File: config.mk
export PLATFORM = sky130hd
export DESIGN_NAME = tmr_count_unit
export DESIGN_NICKNAME = d
export VERILOG_FILES = /design/src/rtl/tmr_pkg.sv /design/src/rtl/tmr_prescaler.sv /design/src/rtl/tmr_count_unit.sv
export SDC_FILE = /design/constraint.sdc
export NUM_CORES = 1
export LEC_CHECK = 0
export BUFFER_PORTS_ARGS = -buffer_cell sky130_fd_sc_hd__buf_2
export CORE_MARGIN = 4
export CORE_UTILIZATION = 35
export DETAILED_ROUTE_END_ITERATION = 8
export GPL_ROUTABILITY_DRIVEN = 0
export GPL_TIMING_DRIVEN = 1
export PLACE_DENSITY = 0.63
export SYNTH_ARGS = -nofsm -noshare
export SYNTH_HDL_FRONTEND = slang
export SYNTH_HIERARCHICAL = 1
export SYNTH_SLANG_ARGS = --single-unit
File: constraint.sdc
create_clock -name i_clk_sys -period 1.85 [get_ports i_clk_sys]
set_input_delay 0.37 -clock i_clk_sys [delete_from_list [all_inputs] [get_ports i_clk_sys]]
set_output_delay 0.37 -clock i_clk_sys [all_outputs]
set_load 0.01 [all_outputs]
File: src/rtl/tmr_pkg.sv
// tmr_pkg: shared clock-select/clear codes, widths and prescaler tap lookup for the timer count unit.
package tmr_pkg;
   localparam int TMR_DW = 8;
   localparam int TMR_PRESC_W = 13;
   localparam logic [7:0] TMR_TCOR_RST = 8'hFF;
   typedef enum logic [2:0] {
      CKS_STOP    = 3'b000,
      CKS_DIV2    = 3'b001,
      CKS_DIV8    = 3'b010,
      CKS_DIV64   = 3'b011,
      CKS_DIV8192 = 3'b100,
      CKS_EXT_R   = 3'b101,
      CKS_EXT_F   = 3'b110,
      CKS_EXT_B   = 3'b111
   } cks_e;
   typedef enum logic [1:0] {
      CCLR_NONE = 2'b00,
      CCLR_A    = 2'b01,
      CCLR_B    = 2'b10,
      CCLR_OFF  = 2'b11
   } cclr_e;
   // Number of low prescaler bits that must be all ones for an internal tick; 0 = not an internal divide.
   function automatic int unsigned cks_tap(input logic [2:0] cks);
      return cks == CKS_DIV2 ? 1 : cks == CKS_DIV8 ? 3 : cks == CKS_DIV64 ? 6 : cks == CKS_DIV8192 ? 13 : 0;
   endfunction
endpackage

File: src/rtl/tmr_prescaler.sv
// tmr_prescaler: free-running divider plus synchronised external-pin edge detector, muxed into one count tick.
module tmr_prescaler
   import tmr_pkg::*;
#(
   parameter int PRESC_WIDTH = TMR_PRESC_W
) (
   input  logic       i_clk_sys,
   input  logic       i_rst_n,
   input  logic [2:0] i_cks,
   input  logic       i_ext_clk,
   output logic       o_tick
);
   logic [PRESC_WIDTH-1:0] presc_q, presc_d, tap_mask;
   logic                   s1_q, s2_q, p_q;
   logic [1:0]             edge_q, edge_d;
   int unsigned            tap;
   always_comb begin
      tap = cks_tap(i_cks);
      tap_mask = PRESC_WIDTH'((64'd1 << tap) - 64'd1);
      presc_d = presc_q + PRESC_WIDTH'(1);
      edge_d = {s2_q & ~p_q, ~s2_q & p_q};
      o_tick = tap != 0 ? (presc_q & tap_mask) == tap_mask :
               i_cks == CKS_EXT_R ? edge_q[1] :
               i_cks == CKS_EXT_F ? edge_q[0] :
               i_cks == CKS_EXT_B ? |edge_q : 1'b0;
   end
   // edge_q is an extra stage so a pin edge sampled at edge k counts at edge k+3.
   always_ff @(posedge i_clk_sys or negedge i_rst_n) begin
      if (!i_rst_n) begin
         presc_q <= '0;
         s1_q <= 1'b0;
         s2_q <= 1'b0;
         p_q <= 1'b0;
         edge_q <= '0;
      end else begin
         presc_q <= presc_d;
         s1_q <= i_ext_clk;
         s2_q <= s1_q;
         p_q <= s2_q;
         edge_q <= edge_d;
      end
   end
endmodule

File: src/rtl/tmr_count_unit.sv
// tmr_count_unit: 8-bit timer count/compare stage holding TCNT/TCORA/TCORB and emitting match/overflow pulses.
module tmr_count_unit
   import tmr_pkg::*;
#(
   parameter int                    DATA_WIDTH  = TMR_DW,
   parameter int                    PRESC_WIDTH = TMR_PRESC_W,
   parameter logic [DATA_WIDTH-1:0] TCOR_RST    = TMR_TCOR_RST
) (
   input  logic                  i_clk_sys,
   input  logic                  i_rst_n,
   input  logic [2:0]            i_cks,
   input  logic [1:0]            i_cclr,
   input  logic                  i_tcnt_wren,
   input  logic                  i_tcora_wren,
   input  logic                  i_tcorb_wren,
   input  logic [DATA_WIDTH-1:0] i_datain,
   input  logic                  i_ext_clk,
   output logic [DATA_WIDTH-1:0] o_tcnt,
   output logic [DATA_WIDTH-1:0] o_tcora,
   output logic [DATA_WIDTH-1:0] o_tcorb,
   output logic                  o_overflow,
   output logic                  o_cma,
   output logic                  o_cmb
);
   logic [DATA_WIDTH-1:0] tcnt_q, tcnt_d, tcora_q, tcora_d, tcorb_q, tcorb_d;
   logic                  ovf_q, ovf_d, cma_q, cma_d, cmb_q, cmb_d;
   logic                  tick, cnt, match_a, match_b, clr;
   tmr_prescaler #(.PRESC_WIDTH(PRESC_WIDTH)) u_presc (
      .i_clk_sys(i_clk_sys),
      .i_rst_n  (i_rst_n),
      .i_cks    (i_cks),
      .i_ext_clk(i_ext_clk),
      .o_tick   (tick)
   );
   // A TCNT bus write overrides a coincident tick and suppresses its pulses.
   always_comb begin
      match_a = tcnt_q == tcora_q;
      match_b = tcnt_q == tcorb_q;
      clr = (i_cclr == CCLR_A && match_a) || (i_cclr == CCLR_B && match_b);
      cnt = tick & ~i_tcnt_wren;
      tcnt_d = i_tcnt_wren ? i_datain : cnt ? (clr ? '0 : tcnt_q + DATA_WIDTH'(1)) : tcnt_q;
      tcora_d = i_tcora_wren ? i_datain : tcora_q;
      tcorb_d = i_tcorb_wren ? i_datain : tcorb_q;
      ovf_d = cnt & (tcnt_q == '1);
      cma_d = cnt & match_a;
      cmb_d = cnt & match_b;
   end
   always_ff @(posedge i_clk_sys or negedge i_rst_n) begin
      if (!i_rst_n) begin
         tcnt_q <= '0;
         tcora_q <= TCOR_RST;
         tcorb_q <= TCOR_RST;
         ovf_q <= 1'b0;
         cma_q <= 1'b0;
         cmb_q <= 1'b0;
      end else begin
         tcnt_q <= tcnt_d;
         tcora_q <= tcora_d;
         tcorb_q <= tcorb_d;
         ovf_q <= ovf_d;
         cma_q <= cma_d;
         cmb_q <= cmb_d;
      end
   end
   assign o_tcnt = tcnt_q;
   assign o_tcora = tcora_q;
   assign o_tcorb = tcorb_q;
   assign o_overflow = ovf_q;
   assign o_cma = cma_q;
   assign o_cmb = cmb_q;
endmodule
* After elaboration in Yosys (flattened, before gate mapping)
Index checks and enable logic that the tools add are counted.
Operators by class: $add $sub $neg 3, multipliers 0, divide/modulo/power cells 0, magnitude comparators 0, equal/unequal tests 13, shift operators 1, muxes and demuxes 11, bitwise gates (word level) 10, reduce and logical (&&, ||, !) cells 6
Operator list (number):
- two-way mux 32 bit | 3
- nonzero test 32 bit | 1
- left shift 1 x 32 -> 13 bit (first input constant) | 1
- two-way mux 8 bit | 3
- == test 8 bit | 2
- adder 13 x 1 -> 13 bit (second input constant) | 1
- AND 13 bit | 1
- == test 13 bit | 1
- subtractor 13 x 1 -> 13 bit (second input constant) | 1
- == test 3 bit (second input constant) | 4
- adder 8 x 1 -> 8 bit (second input constant) | 1
- == test 8 bit (second input constant) | 1
- AND 1 bit | 6
- == test 3 x 2 -> 1 bit (second input constant) | 2
- two-way mux 1 bit | 4
- two-way mux 4 bit | 1
- == test 3 x 1 -> 1 bit (second input constant) | 1
- NOT 1 bit | 3
- == test 2 x 1 -> 1 bit (second input constant) | 1
- == test 2 bit (second input constant) | 1
- logical AND 1 bit | 2
- nonzero test 2 bit | 1
- OR reduction 2 bit | 1
- logical OR 1 bit | 1
Word-level totals: bits in registers 45, bits in latches 0, RAM bits 0, bits in read-only memories 0, bits of input ports 19, output and inout bits 27, word-level logic and storage cells 55, memories kept 0

* Depth between registers and ports, before layout
Gate-level depths: netlist of run 1.
depth after elaboration 13, gate-level depth with buffers 13, gate-level depth less buffers 11

* By module
Netlist of run 1, hierarchy kept.
Modules (own cells, without submodules):
- tmr_count_unit | times used 1, cells each 123, area an instance 1457.6 um^2, seq. area each 695.7 um^2
- tmr_prescaler | times used 1, cells each 87, area an instance 945.9 um^2, seq. area each 450.4 um^2

* Least setup slack after synthesis of run 1
No wires, ideal clock.
path type input to register, from in i_cks[0], to reg ovf_q, in the netlist o_overflow, setup time 68 ps, arrival 2663 ps, required time 1782 ps, setup slack -881 ps, cell stages on the path 11, path buffers 2, cells stage by stage buf_4 > inv_1 > or3_2 > ha_1 > nor3b_1 > o21ai_2 > o2111ai_1 > o41ai_2 > clkbuf_1 > nor2b_1 > and4_1
On the way: cells in the longest elaborated chain, start to end 12, elaborated cells between the ends (all ways) 22, classes of those cells add/sub (1); eq/ne (8); shift (1); mux (8); bitwise (3); reduce/logical (1)
RTL lines:
- from (decl) | RTL line tmr_count_unit.sv:11 | input logic [2:0] i_cks,
- == test 3 bit | RTL line tmr_pkg.sv:24 | return cks == CKS_DIV2 ? 1 : cks == CKS_DIV8 ? 3 : cks == CKS_DIV64 ? 6 : cks == CKS_DIV8192 ? 13 : 0;
- two-way mux 4 bit | RTL line tmr_pkg.sv:24
- two-way mux 32 bit (3 in series) | RTL line tmr_pkg.sv:24
- left shift 1 x 32 -> 13 bit | RTL line tmr_prescaler.sv:19 | tap_mask = PRESC_WIDTH'((64'd1 << tap) - 64'd1);
- subtractor 13 x 1 -> 13 bit | RTL line tmr_prescaler.sv:19
- AND 13 bit | RTL line tmr_prescaler.sv:22 | o_tick = tap != 0 ? (presc_q & tap_mask) == tap_mask :
- == test 13 bit | RTL line tmr_prescaler.sv:22
- two-way mux 1 bit * | RTL line tmr_prescaler.sv:22
- via tick | RTL line tmr_count_unit.sv:27 | logic tick, cnt, match_a, match_b, clr;
- AND 1 bit * | RTL line tmr_count_unit.sv:40 | cnt = tick & ~i_tcnt_wren;
- AND 1 bit * | RTL line tmr_count_unit.sv:44 | ovf_d = cnt & (tcnt_q == '1);
- via ovf_d | RTL line tmr_count_unit.sv:26 | logic ovf_q, ovf_d, cma_q, cma_d, cmb_q, cmb_d;
- to (signal assigned) | RTL line tmr_count_unit.sv:60 | ovf_q <= ovf_d;
- to (decl) | RTL line tmr_count_unit.sv:26
Mark *: on every way through the listed nets, which the timed path passes. The rest lies on a longest branch. A chain may end at the register's enable or synchronous reset.

* Worst setup path in the final report of run 1
from in i_cks[0], to reg tcnt_q[3], in the netlist o_tcnt[3]
On the way: cells in the longest elaborated chain, start to end 12, elaborated cells between the ends (all ways) 22, classes of those cells add/sub (1); eq/ne (8); shift (1); mux (8); bitwise (2); reduce/logical (2)
RTL lines:
- == test 3 bit | RTL line tmr_pkg.sv:24
- two-way mux 4 bit | RTL line tmr_pkg.sv:24
- two-way mux 32 bit (3 in series) | RTL line tmr_pkg.sv:24
- left shift 1 x 32 -> 13 bit | RTL line tmr_prescaler.sv:19
- subtractor 13 x 1 -> 13 bit | RTL line tmr_prescaler.sv:19
- AND 13 bit | RTL line tmr_prescaler.sv:22
- == test 13 bit | RTL line tmr_prescaler.sv:22
- two-way mux 1 bit * | RTL line tmr_prescaler.sv:22
- via tick | RTL line tmr_count_unit.sv:27
- AND 1 bit * | RTL line tmr_count_unit.sv:40
- nonzero test 2 bit (no source line) *
- to (signal assigned) | RTL line tmr_count_unit.sv:57 | tcnt_q <= tcnt_d;
- to (decl) | RTL line tmr_count_unit.sv:25 | logic [DATA_WIDTH-1:0] tcnt_q, tcnt_d, tcora_q, tcora_d, tcorb_q, tcorb_d;
Marked as above.

==> results.json, run 1 <==
{
  "drc": 0,
  "port_buffers": 45,
  "cts_sinks": 45,
  "clock.fmax_ghz": 0.430,
  "grt_max_degree": 46,
  "hold_violations": 0,
  "p_leak_nw": 1.36,
  "htreeDepth": 2,
  "crit_fanout": 5,
  "ios": 46,
  "cts_tree": "yes",
  "syn_inst": 210,
  "die_w_um": 90.9,
  "avgRoutedWirePerCell_um": 16.7,
  "clk_pin_slew_worst_paths_ns": 0.08,
  "synth_area_leaders": "dfrtp_1 (30%), dfstp_2 (17%), xnor2_1 (9.5%)",
  "gr-total-overflow": 0,
  "critPathKind": "in -> reg",
  "first_global_vias": 1873,
  "die_h_um": 90.9,
  "wl_um": 5870,
  "via_per_inst": 5.05,
  "synth_nets": 233,
  "start_kind": "primary input",
  "gr-usage-all-layers": 0.145,
  "num_vias": 1779,
  "antenna_found_initial": 0,
  "syn_area_sq_um": 2400,
  "fin_nets": 297,
  "dieArea_sq_um": 8260,
  "clock-root-buffer": "clkbuf_8",
  "tightest_slew_ns": 0.574,
  "first_pass_iters": 4,
  "fin_crit_sh": 1.26,
  "maxSlewViolCount": 0,
  "synth_commonest_cells": "dfrtp_1 (29), xnor2_1 (26), dfstp_2 (16), mux2_2 (16), nand2_1 (11)",
  "max-slew-margin-rel": 0.617,
  "drive_gt1_frac": 0.531,
  "crit_arrival_ns": 2.50,
  "endpoint_kind": "flop",
  "r2r_end": "o_tcnt[3]",
  "peakVddDrop_uv": 412,
  "insertedDiodeCount": 0,
  "synth_cell_types": 46,
  "r2r_cells": 9,
  "crit_required_ns": 2.03,
  "fp-row-count": 29,
  "dpl.hpwl_um": 4090,
  "yosysTopAreaCell": "dfrtp_1",
  "rsz0062_at_grt": "true",
  "violations": "setup timing",
  "synthToLayoutAreaGrowth_pct": 30.5,
  "synth_seq_cells": 45,
  "r2r_start": "u_presc/presc_q[7]",
  "start_util": 0.370,
  "clk_latency_ns": 0.30,
  "finalSetupViolations": 11,
  "hold_ws_ns": 0.152,
  "fillers": 589,
  "coreArea_sq_um": 6490,
  "drt_iter0_drc": 81,
  "clock_path_buffers": 2,
  "holdCritPathClass": "in -> async",
  "synthArstFlopShare": 1.00,
  "post-synth-top-count-cell": "dfrtp_1",
  "synth_top_cell_area_share": 0.302,
  "syn-mean-instance-area_sq_um": 11.4,
  "synth-main-ff-cell": "dfrtp_1",
  "powerDensity_nw_per_um2": 776,
  "yosys_warnings": 6,
  "antenna_left": 0,
  "grt_pass1_wl_um": 9600,
  "worst_slack_ns": -0.473,
  "layout_min_cycle_time_ns": 2.32,
  "fin_tns_setup_ns": -4.23,
  "ys_seq_area_frac": 0.477,
  "ff2ff_setup_slack_ns": -0.11,
  "outcome": "complete, but fails checks",
  "drv_cap": 0,
  "worst_clock_skew_ns": 0.00407,
  "cts_made_buffers": 5,
  "synth-edff-count": 0,
  "postCtsHoldBufs": 0
}
==> layout by cell type (no fill, tap or decap), types with 2 or more instances in the layout <==
cell	Yosys	routed
a21oi_1	10	5
buf_2	5	43
dfstp_2	16	16
clkbuf_8	0	6
xnor2_1	26	26
o21ai_2	1	2
nand3_1	7	7
nand4_1	4	4
and3_1	4	4
buf_4	1	21
nor2b_1	3	2
nor3b_1	9	3
o21ai_1	2	2
inv_1	5	4
and4_1	2	2
o31ai_2	6	4
ha_4	0	2
xor2_1	8	8
nor2_1	7	6
dfrtp_1	29	29
a21oi_2	1	6
mux2_2	16	16
buf_6	1	4
o31ai_4	0	2
nor3b_2	0	5
and2_1	2	2
nand2_1	11	11
ha_1	4	2
==> per-stage QoR <==
| step | area (sq um) | worst slack, ns | std cells | utilization | power [mW] |
|---|---|---|---|---|---|
| finish | 3140 | -0.473 | 352 | 0.483 | 2.44 |
| global route | 3140 | -0.579 | 352 | 0.483 | 2.56 |
| CTS | 3040 | -0.378 | 351 | 0.469 | 2.43 |
| detailed placement | 2850 | -0.802 | 340 | 0.439 | 1.63 |
| global placement | 2850 | -0.697 | 340 | 0.439 | 1.62 |
| floorplan | 2460 | -0.585 | 210 | - | 1.46 |
==> final cells by class <==
cell class / count / area, sq um / area share
multi-input cells: 148 / 1320 / 0.422
flip-flops and latches: 45 / 1150 / 0.365
repair buffers: 69 / 433 / 0.138
well taps: 77 / 96.3 / 0.0307
clock buffers: 7 / 86.3 / 0.0275
clock inverters: 1 / 30.0 / 0.00957
inverters: 5 / 21.3 / 0.00678
==> registers in the layout, summed over array words and instances (netlist names) <==
signal and flops:
u_presc/s2_q 1, o_overflow 1, o_tcnt 8, u_presc/p_q 1, u_presc/s1_q 1, u_presc/edge_q 2
o_tcora 8, o_cmb 1, u_presc/presc_q 13, o_cma 1, o_tcorb 8
==> critical path, cell delays in order <==
cell and delay [ns]:
buf_8 0.08, inv_4 0.03, or3_4 0.41, ha_4 0.17, nor3b_4 0.14, o21ai_2 0.13
o2111ai_2 0.15, o41ai_2 0.35, buf_4 0.19, buf_6 0.14, nor3b_2 0.05, a21oi_2 0.18
o31ai_4 0.09
==> layer usage <==
layer  routed length [um]  GRT usage
met5                    0          0
met4                  124     0.0528
met3                  234     0.0375
met2                 2730      0.220
met1                 2770      0.199
==> repair_timing <==
action	4_1_cts	5_1_grt
pin swaps	11	7
gates resized for setup	11	17
hold endpoints to repair	0	0
endpoints found under the setup margin	11	11
gates cloned	1	0
buffers inserted	2	1
==> report_power, final <==
part	switching (mW)	internal, mW
Combinational	0.270	0.257
Sequential	0.0713	1.07
Clock	0.325	0.440
==> worst max path at each step <==
| stage | from | depth (start not counted) | end | slack, ns |
|---|---|---|---|---|
| 3_3_place_gp | i_cks[0] | 12 | o_tcnt[4] | -0.70 |
| 3_5_place_dp | i_cks[0] | 12 | o_tcnt[5] | -0.80 |
| 6_report | i_cks[0] | 13 | o_tcnt[3] | -0.47 |
| 2_1_floorplan | i_cks[0] | 12 | o_tcnt[6] | -0.58 |
| 4_1_cts | i_cks[1] | 12 | o_tcnt[6] | -0.38 |
| 5_1_grt | i_cks[0] | 13 | o_tcnt[3] | -0.58 |
==> kinds of logic (layout without fill, tap and decap cells) <==
family | count (synthesis) | count (layout) | share of synthesized area
and+or+nand+nor | 61 | 61 | 0.150
DFF | 45 | 45 | 0.477
xor gates and xnor gates | 34 | 34 | 0.124
AOI/OAI and AO/OA | 33 | 33 | 0.120
buffers and inverters | 17 | 82 | 0.0338
muxes | 16 | 16 | 0.0750
adders and majority gates | 4 | 4 | 0.0208
Note: power is estimated with default switching activity, not from simulation.
==> run 2: changes to the inputs <==
SETUP_SLACK_MARGIN = 0.1   (was not set)
==> run 2 against run 1 <==
  * The run still ends with setup timing left
  * Clock-buffer cell count stayed put
  * Setup slack unchanged
  * Die area stayed put
  * Non-clock buffer count is the same
==> results.json, run 2 (synthesis gave the netlist of run 1 again) <==
{
  "place_ws_ns": -0.802,
  "layout_min_cycle_time_ns": 2.32,
  "powerDensity_nw_per_um2": 776,
  "holdCritPathClass": "in -> async",
  "antenna_found_initial": 0,
  "grt_use_met1": 0.199,
  "worst_slack_ns": -0.473,
  "top_register": "u_presc/presc_q",
  "wl_um": 5870,
  "first_pass_iters": 4,
  "die_w_um": 90.9,
  "ios": 46,
  "maxSlewViolCount": 0,
  "crit_family": "compound AO/OA/AOI/OAI gates",
  "clock_path_buffers": 2,
  "grt_max_degree": 46,
  "gr-total-overflow": 0,
  "drc": 0,
  "outcome": "complete, but fails checks",
  "crit_fanout": 5,
  "clock.fmax_ghz": 0.430,
  "place_inst": 340,
  "drv_cap": 0,
  "p_switching_mw": 0.667,
  "tightest_slew_ns": 0.574,
  "final_common_cell": "buf_2",
  "start_util": 0.370,
  "first_global_vias": 1873,
  "rsz0062_at_grt": "true",
  "hold_violations": 0,
  "clk_pin_slew_worst_paths_ns": 0.08,
  "drive_gt1_frac": 0.531,
  "clock-root-buffer": "clkbuf_8",
  "largest_reg_flops": 13,
  "use_met2": 0.220,
  "path_cells": "buf_8, inv_4, or3_4, ha_4, nor3b_4, o21ai_2, o2111ai_2, o41ai_2, buf_4, buf_6, nor3b_2, a21oi_2, o31ai_4",
  "antenna_left": 0,
  "crit_path_max_incr_delay_ns": 0.41,
  "port_buffers": 45,
  "cp.buffers_inverters": 4,
  "coreArea_sq_um": 6490,
  "grt_pass1_wl_um": 9600,
  "fin_nets": 297,
  "endpoint_kind": "flop",
  "start_kind": "primary input",
  "fillers": 589,
  "power_frac_seq": 0.469,
  "stdcell_count": 352,
  "fp-row-count": 29,
  "intPower_mw": 1.77,
  "grt.met3_usage": 0.0375,
  "busiest_layer": "met2",
  "gr-usage-all-layers": 0.145,
  "synthToLayoutAreaGrowth_pct": 30.5,
  "fin_crit_sh": 1.26,
  "clk_latency_ns": 0.30,
  "drt_iter0_drc": 87,
  "die_h_um": 90.9,
  "crit_arrival_ns": 2.50,
  "final_cell_mix": "buf_2 (43), dfrtp_1 (29), xnor2_1 (26)",
  "insertedDiodeCount": 0,
  "violations": "setup timing",
  "cts_made_buffers": 5,
  "p_leak_nw": 1.36,
  "finalSetupViolations": 11,
  "crit_slowest_cell": "or3_4",
  "cts_tree": "yes",
  "via_per_inst": 5.05,
  "crit_required_ns": 2.03,
  "max-slew-margin-rel": 0.617,
  "cts_sinks": 45,
  "p_clk_frac": 0.314,
  "p_comb_frac": 0.216,
  "critPathKind": "in -> reg",
  "worst_clock_skew_ns": 0.00407,
  "avgRoutedWirePerCell_um": 16.7,
  "num_vias": 1779,
  "dpl.hpwl_um": 4090,
  "dieArea_sq_um": 8260,
  "switching_share": 0.274,
  "peakVddDrop_uv": 412,
  "htreeDepth": 2
}
[run 2: worst paths after layout]
path,from,to,slack (ns),cells after the start
worst max-delay path,i_cks[0],o_tcnt[3],-0.47,13
worst min-delay path,i_rst_n,o_tcnt[3],0.15,2
worst max register to register,u_presc/presc_q[7],o_tcnt[3],-0.11,9
worst min register to register,u_presc/s1_q,u_presc/s2_q,0.35,0
max in group asynchronous,i_rst_n,u_presc/edge_q[1],1.31,2
min in group i_clk_sys,i_ext_clk,u_presc/s1_q,0.18,1
[run 2: area by class of cell]
class,instances,area [sq um],area share
sequential,45,1150,0.365
timing repair buffer,69,433,0.138
clock buffer,7,86.3,0.0275
inverter,5,21.3,0.00678
multi-input combinational,148,1320,0.422
clock inverter,1,30.0,0.00957
tap,77,96.3,0.0307
[run 2: power groups by stage]
stage          logic, mW  clock network (mW)  registers, mW
2_1_floorplan      0.288                   0           1.17
3_3_place_gp       0.464                   0           1.16
3_5_place_dp       0.469                   0           1.16
4_1_cts            0.496               0.787           1.14
5_1_grt            0.574               0.834           1.16
6_report           0.527               0.766           1.14
[run 2: what timing repair did]
item / in CTS / in global routing
setup endpoints to repair: 11 / 11
endpoints found under the hold margin: 0 / 0
pin swaps: 11 / 7
resized for setup: 11 / 17
cloned: 1 / 0
hold buffers: 0 / 0
setup buffers: 2 / 1
[run 2: metal layers]
layer | wire length [um] | part of all wire | vias up
li1 | - | - | 862
met1 | 2770 | 0.47 | 866
met2 | 2730 | 0.47 | 39
met3 | 234 | 0.040 | 12
met4 | 124 | 0.021 | 0
met5 | 0 | 0 | -
[run 2: per-stage QoR]
stage                     hold WS, ns  area [sq um]  setup TNS (ns)  power [mW]   util
final                           0.152          3140           -4.23        2.44  0.483
after global routing            0.159          3140           -5.66        2.56  0.483
after CTS                       0.166          3040           -3.69        2.43  0.469
after detailed placement        0.336          2850           -8.37        1.63  0.439
after global placement          0.335          2850           -7.28        1.62  0.439
after floorplan                0.0744          2460           -6.04        1.46      -
==> run 3: changes to the inputs <==
REMOVE_ABC_BUFFERS = 1   (was not set)
==> run 3 against run 2 <==
  * The flow still finishes with violations (setup timing)
  * Critical path depth is 2 lower
  * Routed wire length decreased by 11%
  * Via count shrank 1.5%
  * Non-clock buffer count is 1 higher
  * Sequential share of layout area decreased by 0.26 points
  * Fmax is 0.94% higher
  * Critical endpoint is now o_overflow
  * Combinational power is 3% lower
  * First-iteration DRC count down 39%
  * Sequential power barely moved
  * Cell count is 0.28% higher
  * Clock-buffer cell count shrank 2
  * Hold slack worse by 0.13 ns
==> results.json, run 3 (synthesis gave the netlist of run 1 again) <==
{
  "crit_required_ns": 2.09,
  "wl_um": 5220,
  "r2r_start": "u_presc/presc_q[7]",
  "clock_path_buffers": 2,
  "start_kind": "primary input",
  "hold_violations": 0,
  "power_mw": 2.41,
  "final_common_cell": "buf_2",
  "violations": "setup timing",
  "drive_gt1_frac": 0.533,
  "antenna_found_initial": 0,
  "max-slew-margin-rel": 0.707,
  "start_util": 0.370,
  "endpoint_kind": "flop",
  "ff2ff_setup_slack_ns": -0.07,
  "ios": 46,
  "die_h_um": 90.9,
  "drc": 0,
  "antenna_left": 0,
  "avgRoutedWirePerCell_um": 14.8,
  "p_leak_nw": 1.38,
  "worst_clock_skew_ns": 0.0110,
  "holdCritPathClass": "in -> async",
  "switching_share": 0.280,
  "layout_min_cycle_time_ns": 2.30,
  "crit_arrival_ns": 2.54,
  "gr-total-overflow": 0,
  "hold_ws_ns": 0.0251,
  "drv_cap": 0,
  "drt_iter0_drc": 53,
  "grt_max_degree": 46,
  "r2r_end": "o_overflow",
  "outcome": "complete, but fails checks",
  "fin_nets": 298,
  "maxSlewViolCount": 0,
  "worst_slack_ns": -0.452,
  "cts_made_buffers": 5,
  "via_per_inst": 4.97,
  "largest_reg_flops": 13,
  "clock.fmax_ghz": 0.434,
  "cp-endpoint": "o_overflow",
  "fin_tns_setup_ns": -4.47,
  "coreArea_sq_um": 6490,
  "fin_crit_sh": 1.24,
  "synthToLayoutAreaGrowth_pct": 31.4,
  "crit_fanout": 5,
  "finalSetupViolations": 11,
  "post-route-cell-area_sq_um": 3160,
  "num_vias": 1753,
  "dieArea_sq_um": 8260,
  "port_buffers": 45,
  "power_frac_seq": 0.476,
  "r2r_cells": 8,
  "clk_latency_ns": 0.30,
  "placed_area_sq_um": 2840,
  "dpl.hpwl_um": 3740,
  "critPathKind": "in -> reg",
  "rsz0062_at_grt": "true",
  "clk_pin_slew_worst_paths_ns": 0.09,
  "cts_sinks": 45,
  "postCtsHoldBufs": 0,
  "peakVddDrop_uv": 420,
  "htreeDepth": 2,
  "intPower_mw": 1.73,
  "cts_tree": "yes",
  "die_w_um": 90.9,
  "grt_pass1_wl_um": 8980,
  "fp-row-count": 29,
  "clock-root-buffer": "clkbuf_8",
  "top_register": "u_presc/presc_q",
  "p_switching_mw": 0.673,
  "first_global_vias": 1771,
  "final_cell_mix": "buf_2 (44), dfrtp_1 (29), xnor2_1 (25)",
  "gr-usage-all-layers": 0.133,
  "powerDensity_nw_per_um2": 762,
  "first_pass_iters": 4,
  "p_comb_frac": 0.212,
  "tightest_slew_ns": 0.440,
  "startpoint": "i_cks[2]",
  "insertedDiodeCount": 0,
  "p_clk_frac": 0.312
}
## run 3: what timing repair did
action / CTS / global route
gates resized for setup: 28 / 8
buffers inserted: 3 / 1
cloned: 1 / 0
pin swaps: 13 / 7
endpoints found under the setup margin: 11 / 11
## run 3: per-layer routing
metal  up-vias  wire length, um  GRT usage  part of all wire
li1        871                -          -                 -
met1       846             2560      0.188              0.49
met2        32             2430      0.202              0.47
met3         4              177     0.0308             0.034
met4         0               53     0.0427             0.010
met5         -                0          0                 0
## run 3: power by group through the flow
stage	clock network, mW	registers (mW)	logic (mW)
6_report	0.751	1.14	0.511
5_1_grt	0.817	1.16	0.558
3_3_place_gp	0	1.16	0.448
3_5_place_dp	0	1.17	0.451
4_1_cts	0.774	1.15	0.499
2_1_floorplan	0	1.18	0.233
## run 3: metrics by stage
stage               cells   util  worst slack (ns)
finish                353  0.486            -0.452
global route          353  0.486            -0.532
CTS                   352  0.478            -0.375
detailed placement    340  0.437            -0.896
global placement      340  0.437            -0.882
floorplan             198      -             -1.12
## run 3: worst max-delay path, stage by stage
cell and delay (ns):
buf_2 0.11, or3_4 0.41, ha_4 0.18, nor3b_4 0.14, o21ai_2 0.15, o2111ai_2 0.14, o41ai_2 0.36, buf_4 0.20
buf_6 0.14, nor2b_4 0.15, and4_1 0.20
## run 3: worst min-delay path by stage
stage	end	slack, ns	cells past startpoint
finish	u_presc/presc_q[0]	0.03	2
global route	u_presc/presc_q[0]	0.04	2
CTS	u_presc/presc_q[0]	0.04	2
detailed placement	u_presc/s2_q	0.34	0
global placement	u_presc/s2_q	0.34	0
floorplan	o_cma	0.07	0
## run 3: layout make-up
type                            count  area (sq um)
Fill cell                         583          3340
Multi-Input combinational cell    148          1330
Sequential cell                    45          1150
Timing Repair Buffer               70           459
Tap cell                           77          96.3
Clock buffer                        5          68.8
Clock inverter                      3          43.8
Inverter                            5          18.8
